$ cat config.mk
export PLATFORM = sky130hd
export DESIGN_NAME = hazard_stall_ctrl
export DESIGN_NICKNAME = d
export VERILOG_FILES = /design/src/rtl/hazard_stall_ctrl.sv
export SDC_FILE = /design/constraint.sdc
export NUM_CORES = 1
export LEC_CHECK = 0
export ABC_CLOCK_PERIOD_IN_PS = 3600
export BUFFER_PORTS_ARGS = -buffer_cell sky130_fd_sc_hd__buf_2
export CORE_UTILIZATION = 46
export CTS_CLUSTER_DIAMETER = 50
export DETAILED_ROUTE_END_ITERATION = 12
export GPL_ROUTABILITY_DRIVEN = 1
export PLACE_DENSITY = 0.69
export SLEW_MARGIN = 20
export SYNTH_ARGS = -nofsm -noshare
export SYNTH_HDL_FRONTEND = slang
export SYNTH_SLANG_ARGS = --single-unit
$ cat constraint.sdc
create_clock -name clk -period 3.6 [get_ports clk]
set_input_delay 1.08 -clock clk [delete_from_list [all_inputs] [get_ports clk]]
set_output_delay 1.08 -clock clk [all_outputs]
set_load 0.005 [all_outputs]
$ cat src/rtl/hazard_stall_ctrl.sv
// hazard_stall_ctrl: hazard and forwarding controller for the 5-stage pipeline.
//
// Each in-flight instruction in E, M and W has a shadow copy of its
// destination register and its Tnew. These copies are compared against the
// Tuse of the instruction in D. The block produces the freeze/bubble stall
// and the D-stage forwarding selects. It also owns the mult/div busy
// down-counter that holds back HI/LO consumers.
//
// Optional build macro HAZARD_PERF_EN adds two free-running performance
// counters: stall_cycles and md_stall_cycles.
module hazard_stall_ctrl #(
  parameter int MULT_CYCLES = 5,
  parameter int DIV_CYCLES  = 10,
  parameter int CNT_W       = 4
) (
  input  logic       clk,
  input  logic       reset,
  input  logic       d_valid,
  input  logic [4:0] d_rs,
  input  logic [4:0] d_rt,
  input  logic [1:0] d_tuse_rs,
  input  logic [1:0] d_tuse_rt,
  input  logic [4:0] d_dst,
  input  logic [1:0] d_tnew,
  input  logic       d_md_start,
  input  logic       d_md_div,
  input  logic       d_md_use,
  output logic       stall,
  output logic [1:0] fwd_rs,
  output logic [1:0] fwd_rt,
  output logic       md_busy
`ifdef HAZARD_PERF_EN
  ,
  output logic [31:0] stall_cycles,
  output logic [31:0] md_stall_cycles
`endif
);

  localparam logic [1:0] TUSE_NONE = 2'd3;

  logic [4:0]       e_dst_q, e_dst_d;
  logic [1:0]       e_tnew_q, e_tnew_d;
  logic             e_md_start_q, e_md_start_d;
  logic             e_md_div_q, e_md_div_d;
  logic [4:0]       m_dst_q, m_dst_d;
  logic [1:0]       m_tnew_q, m_tnew_d;
  logic [4:0]       w_dst_q, w_dst_d;
  logic [1:0]       w_tnew_q, w_tnew_d;
  logic [CNT_W-1:0] md_cnt_q, md_cnt_d;

  logic stall_rs, stall_rt, stall_md;

  function automatic logic [1:0] tnew_dec(input logic [1:0] t);
    return (t == 2'd0) ? 2'd0 : t - 2'd1;
  endfunction

  // A source stalls when E or M will not have its value ready in time.
  // W is always ready thanks to the register-file write-through bypass.
  function automatic logic src_hazard(input logic [4:0] s, input logic [1:0] tuse);
    logic hit;
    hit = 1'b0;
    if (d_valid && (s != 5'd0) && (tuse != TUSE_NONE)) begin
      if ((e_dst_q == s) && (e_tnew_q > tuse)) hit = 1'b1;
      if ((m_dst_q == s) && (m_tnew_q > tuse)) hit = 1'b1;
    end
    return hit;
  endfunction

  // The youngest stage that writes s decides. If its result is still
  // pending, read the GRF (0) rather than falling back to an older,
  // stale producer.
  function automatic logic [1:0] fwd_sel(input logic [4:0] s);
    logic [1:0] sel;
    sel = 2'd0;
    if (s != 5'd0) begin
      if (e_dst_q == s)      sel = (e_tnew_q == 2'd0) ? 2'd1 : 2'd0;
      else if (m_dst_q == s) sel = (m_tnew_q == 2'd0) ? 2'd2 : 2'd0;
      else if (w_dst_q == s) sel = (w_tnew_q == 2'd0) ? 2'd3 : 2'd0;
    end
    return sel;
  endfunction

  // Stall and forwarding decisions, purely from current shadows and D inputs.
  always_comb begin
    stall_rs = src_hazard(d_rs, d_tuse_rs);
    stall_rt = src_hazard(d_rt, d_tuse_rt);
    md_busy  = (md_cnt_q != '0);
    stall_md = d_valid && d_md_use && (e_md_start_q || md_busy);
    stall    = stall_rs || stall_rt || stall_md;
    fwd_rs   = fwd_sel(d_rs);
    fwd_rt   = fwd_sel(d_rt);
  end

  // Shadow pipeline advance: D enters E unless invalid or stalled; E->M->W never freeze.
  always_comb begin
    e_dst_d      = 5'd0;
    e_tnew_d     = 2'd0;
    e_md_start_d = 1'b0;
    e_md_div_d   = 1'b0;
    if (d_valid && !stall) begin
      e_dst_d      = d_dst;
      e_tnew_d     = d_tnew;
      e_md_start_d = d_md_start;
      e_md_div_d   = d_md_div;
    end
    m_dst_d  = e_dst_q;
    m_tnew_d = tnew_dec(e_tnew_q);
    w_dst_d  = m_dst_q;
    w_tnew_d = tnew_dec(m_tnew_q);
  end

  // md busy down-counter: loads as the md instruction leaves E, then counts to zero.
  always_comb begin
    md_cnt_d = md_cnt_q;
    if (e_md_start_q) begin
      md_cnt_d = e_md_div_q ? CNT_W'(DIV_CYCLES) : CNT_W'(MULT_CYCLES);
    end else if (md_cnt_q != '0) begin
      md_cnt_d = md_cnt_q - CNT_W'(1);
    end
  end

  // State registers; reset turns every stage into a bubble and idles the md unit.
  always_ff @(posedge clk) begin
    if (reset) begin
      e_dst_q      <= 5'd0;
      e_tnew_q     <= 2'd0;
      e_md_start_q <= 1'b0;
      e_md_div_q   <= 1'b0;
      m_dst_q      <= 5'd0;
      m_tnew_q     <= 2'd0;
      w_dst_q      <= 5'd0;
      w_tnew_q     <= 2'd0;
      md_cnt_q     <= '0;
    end else begin
      e_dst_q      <= e_dst_d;
      e_tnew_q     <= e_tnew_d;
      e_md_start_q <= e_md_start_d;
      e_md_div_q   <= e_md_div_d;
      m_dst_q      <= m_dst_d;
      m_tnew_q     <= m_tnew_d;
      w_dst_q      <= w_dst_d;
      w_tnew_q     <= w_tnew_d;
      md_cnt_q     <= md_cnt_d;
    end
  end

`ifdef HAZARD_PERF_EN
  logic [31:0] stall_cnt_q, stall_cnt_d;
  logic [31:0] md_stall_cnt_q, md_stall_cnt_d;

  // Performance counters wrap naturally at 2^32.
  always_comb begin
    stall_cnt_d    = stall_cnt_q + {31'd0, stall};
    md_stall_cnt_d = md_stall_cnt_q + {31'd0, stall_md};
  end

  // Performance counter registers.
  always_ff @(posedge clk) begin
    if (reset) begin
      stall_cnt_q    <= 32'd0;
      md_stall_cnt_q <= 32'd0;
    end else begin
      stall_cnt_q    <= stall_cnt_d;
      md_stall_cnt_q <= md_stall_cnt_d;
    end
  end

  assign stall_cycles    = stall_cnt_q;
  assign md_stall_cycles = md_stall_cnt_q;
`endif

endmodule

# Word-level counts from Yosys, hierarchy flattened
# Cells that the tools add are included.
# Widths: inputs -> output; s select.
# op_classes
add_sub_neg	3
magnitude_cmp	4
n_eq_ne	8
muxes	20
bitwise_logic	1
n_reduce_logical	25
# op_table
cell	count
$eq 5x5->1	6
$mux 2	10
$mux 4	3
$logic_and 1x1->1	11
$reduce_bool 5->1	2
$gt 2x2->1	4
$mux 1	7
$logic_not 2->1	3
$reduce_or 2->1	3
$ne 2x2->1 const B	2
$reduce_bool 4->1	1
$sub 2x1->2 const B	2
$sub 4x1->4 const B	1
$logic_or 1x1->1	3
$reduce_bool 2->1	1
$logic_not 1->1	1
$not 1->1	1
# totals
reg_bits	27
input_bits	27
out_inout_bits	6
word_cells	70

# Depth between registers and ports, before layout
# Gate-level depths: netlist of the first run.
# logic_depth
ltp_word	11
depth_mapped	8

# Least setup slack after synthesis of the first run
# No wires, ideal clock.
# synth_path
path_type	input-to-output
startpoint	input d_rs[1]
endpoint	output stall
arrival_ns	2.261
t_required_ns	2.520
path_slack_ns	0.259
cell_stages	5
n_path_buf	0
cell_sequence	or4_4 -> o211a_1 -> nand4_2 -> o211ai_4 -> nand3b_1
# synth_via
elab_chain_len	7
# synth_rtl
item	line_no	source
start: declaration	19	input logic [4:0] d_rs,
$eq 5x5->1	63	if ((e_dst_q == s) && (e_tnew_q > tuse)) hit = 1'b1;
$logic_and 1x1->1	63	
$mux 1	63	
$mux 1	64	if ((m_dst_q == s) && (m_tnew_q > tuse)) hit = 1'b1;
$mux 1 (*)	62	if (d_valid && (s != 5'd0) && (tuse != TUSE_NONE)) begin
$logic_or 1x1->1 (*) (2 in series)	89	stall = stall_rs || stall_rt || stall_md;
end: declaration	28	output logic stall,
# Every way passes the cells marked *; elsewhere a longest branch is shown, timed or not.

# Final worst setup path of the first run
# layout_path
startpoint	input d_rs[3]
endpoint	output stall
# The elaborated chain is that of the path after synthesis.

==> results.yml, run 1 <==
drt:
  m1WireLength_um: 1680
  dr.pass1.iters: 4
  vias: 1364
  ant_nets: 0
  wl_met3_um: 130
  avgViaCountPerCell: 5.01
  drt_wl_total_um: 3390
  wl_met2_um: 1550
  drt_first_iter_violations: 49
  maxUsedRoutingLayer: "met4"
  post-route-drc-count: 0
  avgRoutedWirePerCell_um: 12.5
min_path:
  worstHoldPathType: "reg -> reg"
sta:
  setup_slack_ns: 0.0456
  slew_viol_final: 0
  finalClockSkew_ns: 0.00382
  setup_viol: 0
  fin_setup_tns_ns: 0
  slew_headroom_pct: 62.4
  finalCritPeriodShare_pct: 98.7
  final_hold_viol_count: 0
  worst_pin_slew_ns: 0.563
  max_freq_ghz: 0.281
  fin_crit_ns: 3.55
synth:
  ys_seq_elements: 27
  yosys.area.top_type_share_pct: 33.2
  yosys.area.top_type: "dfxtp_1"
  seq_area_frac_synth_pct: 33.2
  syn-num-nets: 220
  synth_area_per_cell_um2: 9.00
  yosys_warnings: 0
  postSynthCellCount: 181
  synth_cell_types: 35
  mappedNetlistArea_mm2: 0.00163
  ys_top_cells_by_area: "dfxtp_1 (33%), xor2_1 (11%), ha_1 (9.2%), xnor2_1 (7.0%), nor2b_1 (5.8%)"
clock_network:
  clk_latency_ns: 0.32
  cts_buffers: 3
  clockBufferDepth: 2
  cts_tree: "yes"
  cts_root_buffer: "clkbuf_4"
  clock-sinks: 27
  htreeDepth: 1
  clk_pin_slew_ns: 0.14
placement:
  gp_congestion: 0.840
  portBuffers: 32
  hpwlAfterDp_um: 2740
  place_ws_ns: 0.0301
grt:
  grt-ovfl-total: 0
  antenna_found_initial: 0
  grt_pass1_wl_um: 5350
  grt_start_max_net_pins: 20
  grt_pass1_vias: 1219
  grt.total_usage_pct: 19.2
floorplan:
  fp-row-count: 21
  die_area_mm2: 0.00378
  core_area_mm2: 0.00336
  dieHeight_um: 61.5
  pin_count: 33
  die_w_um: 61.5
  initial_core_util_pct: 48.4
cells_and_area:
  multi_input_area_mm2: 0.00106
  drive_gt1_share_pct: 28.3
  antennaDiodeCount: 0
  nets: 266
  nFillCells: 324
  regArea_um2: 541
  utilization_pct: 59.4
  area_growth_pct: 22.6
  layout_commonest_cell: "buf_2"
  mostFrequentLayoutCells: "buf_2 (31), dfxtp_1 (27), xor2_1 (20)"
setup_path:
  cp_data_arrival_time_ns: 2.47
  critPathCaptureType: "primary output"
  worstPathCellList: "buf_6 > or4_4 > o211a_4 > nand4_4 > o211ai_4 > nand3b_1 > buf_2"
  criticalPathCategory: "in -> out"
  timing.critical_path.slowest_cell_delay_ns: 0.54
  crit_fanout: 2
  cp.required_ns: 2.52
  crit_path_top_delay_cell: "or4_4"
  startpoint_type: "primary input"
pwr:
  vdd_ir_drop_max_uv: 282
  p_leak_uw: 0.000938
  power.density_mw_per_mm2: 378
outcome:
  status: "completed"
job:
  cap_viol_max_count: 0
-- repair_timing --
| item | in CTS | in global routing |
|---|---|---|
| hold endpoints to repair | 0 | 0 |
| resized for setup | 0 | 6 |
| setup endpoints to repair | 0 | 1 |
| setup buffers | 0 | 2 |
| hold buffers | 0 | 0 |
-- metal layers --
metal	vias up	global-route usage, %
met5	-	0
met1	606	26.6
met2	39	32.3
met3	4	2.10
met4	0	3.81
li1	715	-
-- power breakdown --
group	switching [uW]	internal [uW]
sequential	23.3	328
combinational	137	137
clock	87.9	41.6
total	248	506
-- cell families after synthesis --
kind of cell / share of synthesized area, %
AOI/OAI and AO/OA: 10.2
muxes: 0.614
and+or+nand+nor: 25.4
DFF: 33.2
buffers and inverters: 3.61
adders and majority gates: 9.22
xor gates and xnor gates: 17.7
-- layout make-up --
cell class,instances,area share [%]
Clock inverter,1,0.251
Inverter,9,1.69
Sequential cell,27,27.1
Clock buffer,3,1.13
Timing Repair Buffer,47,14.0
Tap cell,46,2.88
Multi-Input combinational cell,139,53.0
-- sequential cells by signal, summed over array words and instances, names as in the netlist --
name,flops
e_dst_q,5
e_md_div_q,1
e_md_start_q,1
e_tnew_q,2
m_dst_q,5
m_tnew_q,2
md_cnt_q,4
w_dst_q,5
w_tnew_q,2
-- metrics by stage --
step	area, um^2	total power (uW)	hold WS [ns]	std cells
after floorplan	1630	549	0.401	181
after global placement	1920	619	0.413	266
after detailed placement	1920	625	0.419	266
after CTS	1950	756	0.441	270
after global routing	2000	814	0.480	272
final	2000	754	0.445	272
-- synthesized netlist by cell type --
cell        n
and3_1      2
nor3_1     10
clkbuf_2    1
ha_1       12
or4_4       1
nand4_1    11
nand3_1     2
or3b_2      1
buf_1       1
o211ai_1    1
xnor2_1    13
or4_1       1
a2111o_1    1
nor2_1     20
dfxtp_1    27
o221a_2     2
nand4_2     2
a22oi_1     1
nand2_1     6
o211ai_4    1
a21bo_2     1
nand2b_1    1
nor2b_1    15
nand3b_1    1
buf_2       1
a211oi_1    3
nand4b_2    1
a21oi_1     4
o211a_1     1
mux2i_1     1
inv_1       9
o21a_1      1
a2bb2oi_1   3
xor2_1     20
clkbuf_1    3
-- critical path, delay by kind of cell --
| kind | cells | cell delay [ns] |
|---|---|---|
| simple gates | 3 | 0.81 |
| buf+inv | 2 | 0.22 |
| compound gates | 2 | 0.35 |
-- final timing paths --
kind	startpoint	end	slack, ns	depth (start not counted)
min reg2reg	e_tnew_q[0]	m_tnew_q[0]	0.45	1
max	d_rs[3]	stall	0.05	7
max reg2reg	md_cnt_q[0]	e_dst_q[3]	1.72	7
min	e_tnew_q[0]	m_tnew_q[0]	0.45	1
Note: power is estimated with default switching activity, not from simulation.
==> run 2, diff against run 1 <==
--- a/config.mk
+++ b/config.mk
@@ -5,9 +5,10 @@
 export SDC_FILE = /design/constraint.sdc
 export NUM_CORES = 1
 export LEC_CHECK = 0
-export ABC_CLOCK_PERIOD_IN_PS = 3600
+export ABC_CLOCK_PERIOD_IN_PS = 3850
 export BUFFER_PORTS_ARGS = -buffer_cell sky130_fd_sc_hd__buf_2
 export CORE_UTILIZATION = 46
+export CTS_BUF_LIST = sky130_fd_sc_hd__clkbuf_16
 export CTS_CLUSTER_DIAMETER = 50
 export DETAILED_ROUTE_END_ITERATION = 12
 export GPL_ROUTABILITY_DRIVEN = 1
@@ -16,3 +17,4 @@
 export SYNTH_ARGS = -nofsm -noshare
 export SYNTH_HDL_FRONTEND = slang
 export SYNTH_SLANG_ARGS = --single-unit
+export TNS_END_PERCENT = 1
==> constraint.sdc (replaced) <==
create_clock -name clk -period 3.85 [get_ports clk]
set_input_delay 1.155 -clock clk [delete_from_list [all_inputs] [get_ports clk]]
set_output_delay 1.155 -clock clk [all_outputs]
set_load 0.005 [all_outputs]
==> run 2 against run 1 <==
Against the previous run: core utilization down 2.0 points; clock power up 85%; worst setup slack better by 0.026 ns; critical path type unchanged; cell count down 4.4%.
==> results.yml, run 2 (same netlist as run 1, synthesis figures left out) <==
setup_path:
  critPathCaptureType: "primary output"
  startpoint_type: "primary input"
  path_delay_family: "simple AND/OR/NAND/NOR gates"
  crit_fanout: 4
  cp.required_ns: 2.69
  criticalPathCategory: "in -> out"
  crit_path_top_delay_cell: "or4_4"
  r2r_slack_ns: 2.01
  crit_top_cell: "buf_2"
  timing.rr.start: "md_cnt_q[0]"
  cp_num_buf_inv: 2
  worstPathCellList: "buf_2 > or4_4 > o211a_1 > nand4_2 > o211ai_4 > nand3b_1 > buf_2"
  timing.critical_path.slowest_cell_delay_ns: 0.55
  worst-r2r-cell-count: 7
  cp_data_arrival_time_ns: 2.62
  worst-path-stages: 7
  r2r-end: "e_dst_q[1]"
clock_network:
  clock-sinks: 27
  cts_buffers: 3
  clk_pin_slew_ns: 0.07
  clk_latency_ns: 0.26
  cts_tree: "yes"
  cts_root_buffer: "clkbuf_16"
  clockBufferDepth: 2
  htreeDepth: 1
cells_and_area:
  antennaDiodeCount: 0
  nets: 254
  layout_commonest_cell: "buf_2"
  drive_gt1_share_pct: 22.9
  area_growth_pct: 18.4
  nFillCells: 341
  regArea_um2: 541
  multi_input_area_mm2: 0.00103
  reg.largest.list: "e_dst_q (5), m_dst_q (5), w_dst_q (5)"
  utilization_pct: 57.4
  mostFrequentLayoutCells: "buf_2 (32), dfxtp_1 (27), xor2_1 (20)"
floorplan:
  core_area_mm2: 0.00336
  fp-row-count: 21
  die_area_mm2: 0.00378
  initial_core_util_pct: 48.4
  pin_count: 33
  dieHeight_um: 61.5
  die_w_um: 61.5
sta:
  slew_headroom_pct: 64.7
  finalCritPeriodShare_pct: 98.1
  final_hold_viol_count: 0
  worst_pin_slew_ns: 0.529
  fin_crit_ns: 3.78
  fin_setup_tns_ns: 0
  max_freq_ghz: 0.265
  rsz0062_at_grt: "no"
  setup_viol: 0
  slew_viol_final: 0
  finalClockSkew_ns: 0.00396
placement:
  gp_congestion: 0.810
  portBuffers: 32
  hpwlAfterDp_um: 2690
grt:
  grt_pass1_wl_um: 5370
  antenna_found_initial: 0
  grt-ovfl-total: 0
  grt.total_usage_pct: 19.8
  grt_start_max_net_pins: 20
  grt_pass1_vias: 1142
min_path:
  holdPathStages: 1
  holdPathEnd: "m_tnew_q[0]"
  worstHoldPathType: "reg -> reg"
  hp-start: "e_tnew_q[0]"
drt:
  drt_first_iter_violations: 63
  avgViaCountPerCell: 5.08
  vias: 1321
  ant_nets: 0
  avgRoutedWirePerCell_um: 12.9
  drt_wl_total_um: 3350
  dr.pass1.iters: 4
  post-route-drc-count: 0
pwr:
  p_leak_uw: 0.000896
  power_uw: 808
  vdd_ir_drop_max_uv: 283
  power.density_mw_per_mm2: 419
job:
  cap_viol_max_count: 0
outcome:
  status: "completed"
[run 2: cell types whose count changed in the layout (fill, tap and decap cells not counted), sizes merged]
cell / previous run / this run
buf: 47 / 35
clkinv: 1 / 0
clkinvlp: 0 / 1
[run 2: report_power, final]
part	total, uW	internal (uW)	switching [uW]
clock network	239	141	98.2
registers	330	307	23.0
logic	239	118	121
[run 2: per-layer routing]
layer	routed length (um)	share of wire, %	up-vias	GRT usage, %
met5	0	0	-	0
met4	48	1.4	0	7.62
met3	120	3.6	5	1.89
met2	1520	45	32	31.0
met1	1670	50	590	28.1
li1	-	-	694	-
[run 2: cell type report]
type                    count  share of cell area (%)
clock inverters             1                   0.389
well taps                  46                    2.98
multi-input cells         139                    53.5
repair buffers             35                    9.47
flip-flops and latches     27                    28.0
clock buffers               3                    3.89
inverters                   9                    1.75
[run 2: timing repair]
action                     4_1_cts  5_1_grt
resized for setup                0        1
hold buffers                     0        0
buffers inserted                 0        0
setup endpoints to repair        0        1
[run 2: how the worst max path moves through the flow]
stage	endpoint	start	slack [ns]
6_report	stall	d_rs[1]	0.07
5_1_grt	stall	d_rs[1]	0.02
4_1_cts	stall	d_rt[2]	0.07
3_5_place_dp	stall	d_rt[2]	0.09
3_3_place_gp	stall	d_rs[1]	0.11
2_1_floorplan	stall	d_rs[1]	0.36
[run 2: stage by stage]
| step | area [um^2] | hold WS, ns | setup WS [ns] | instances |
|---|---|---|---|---|
| floorplan | 1630 | 0.401 | 0.359 | 181 |
| global placement | 1840 | 0.410 | 0.105 | 256 |
| detailed placement | 1840 | 0.419 | 0.0909 | 256 |
| CTS | 1930 | 0.428 | 0.0654 | 260 |
| global route | 1930 | 0.467 | 0.0221 | 260 |
| finish | 1930 | 0.425 | 0.0719 | 260 |
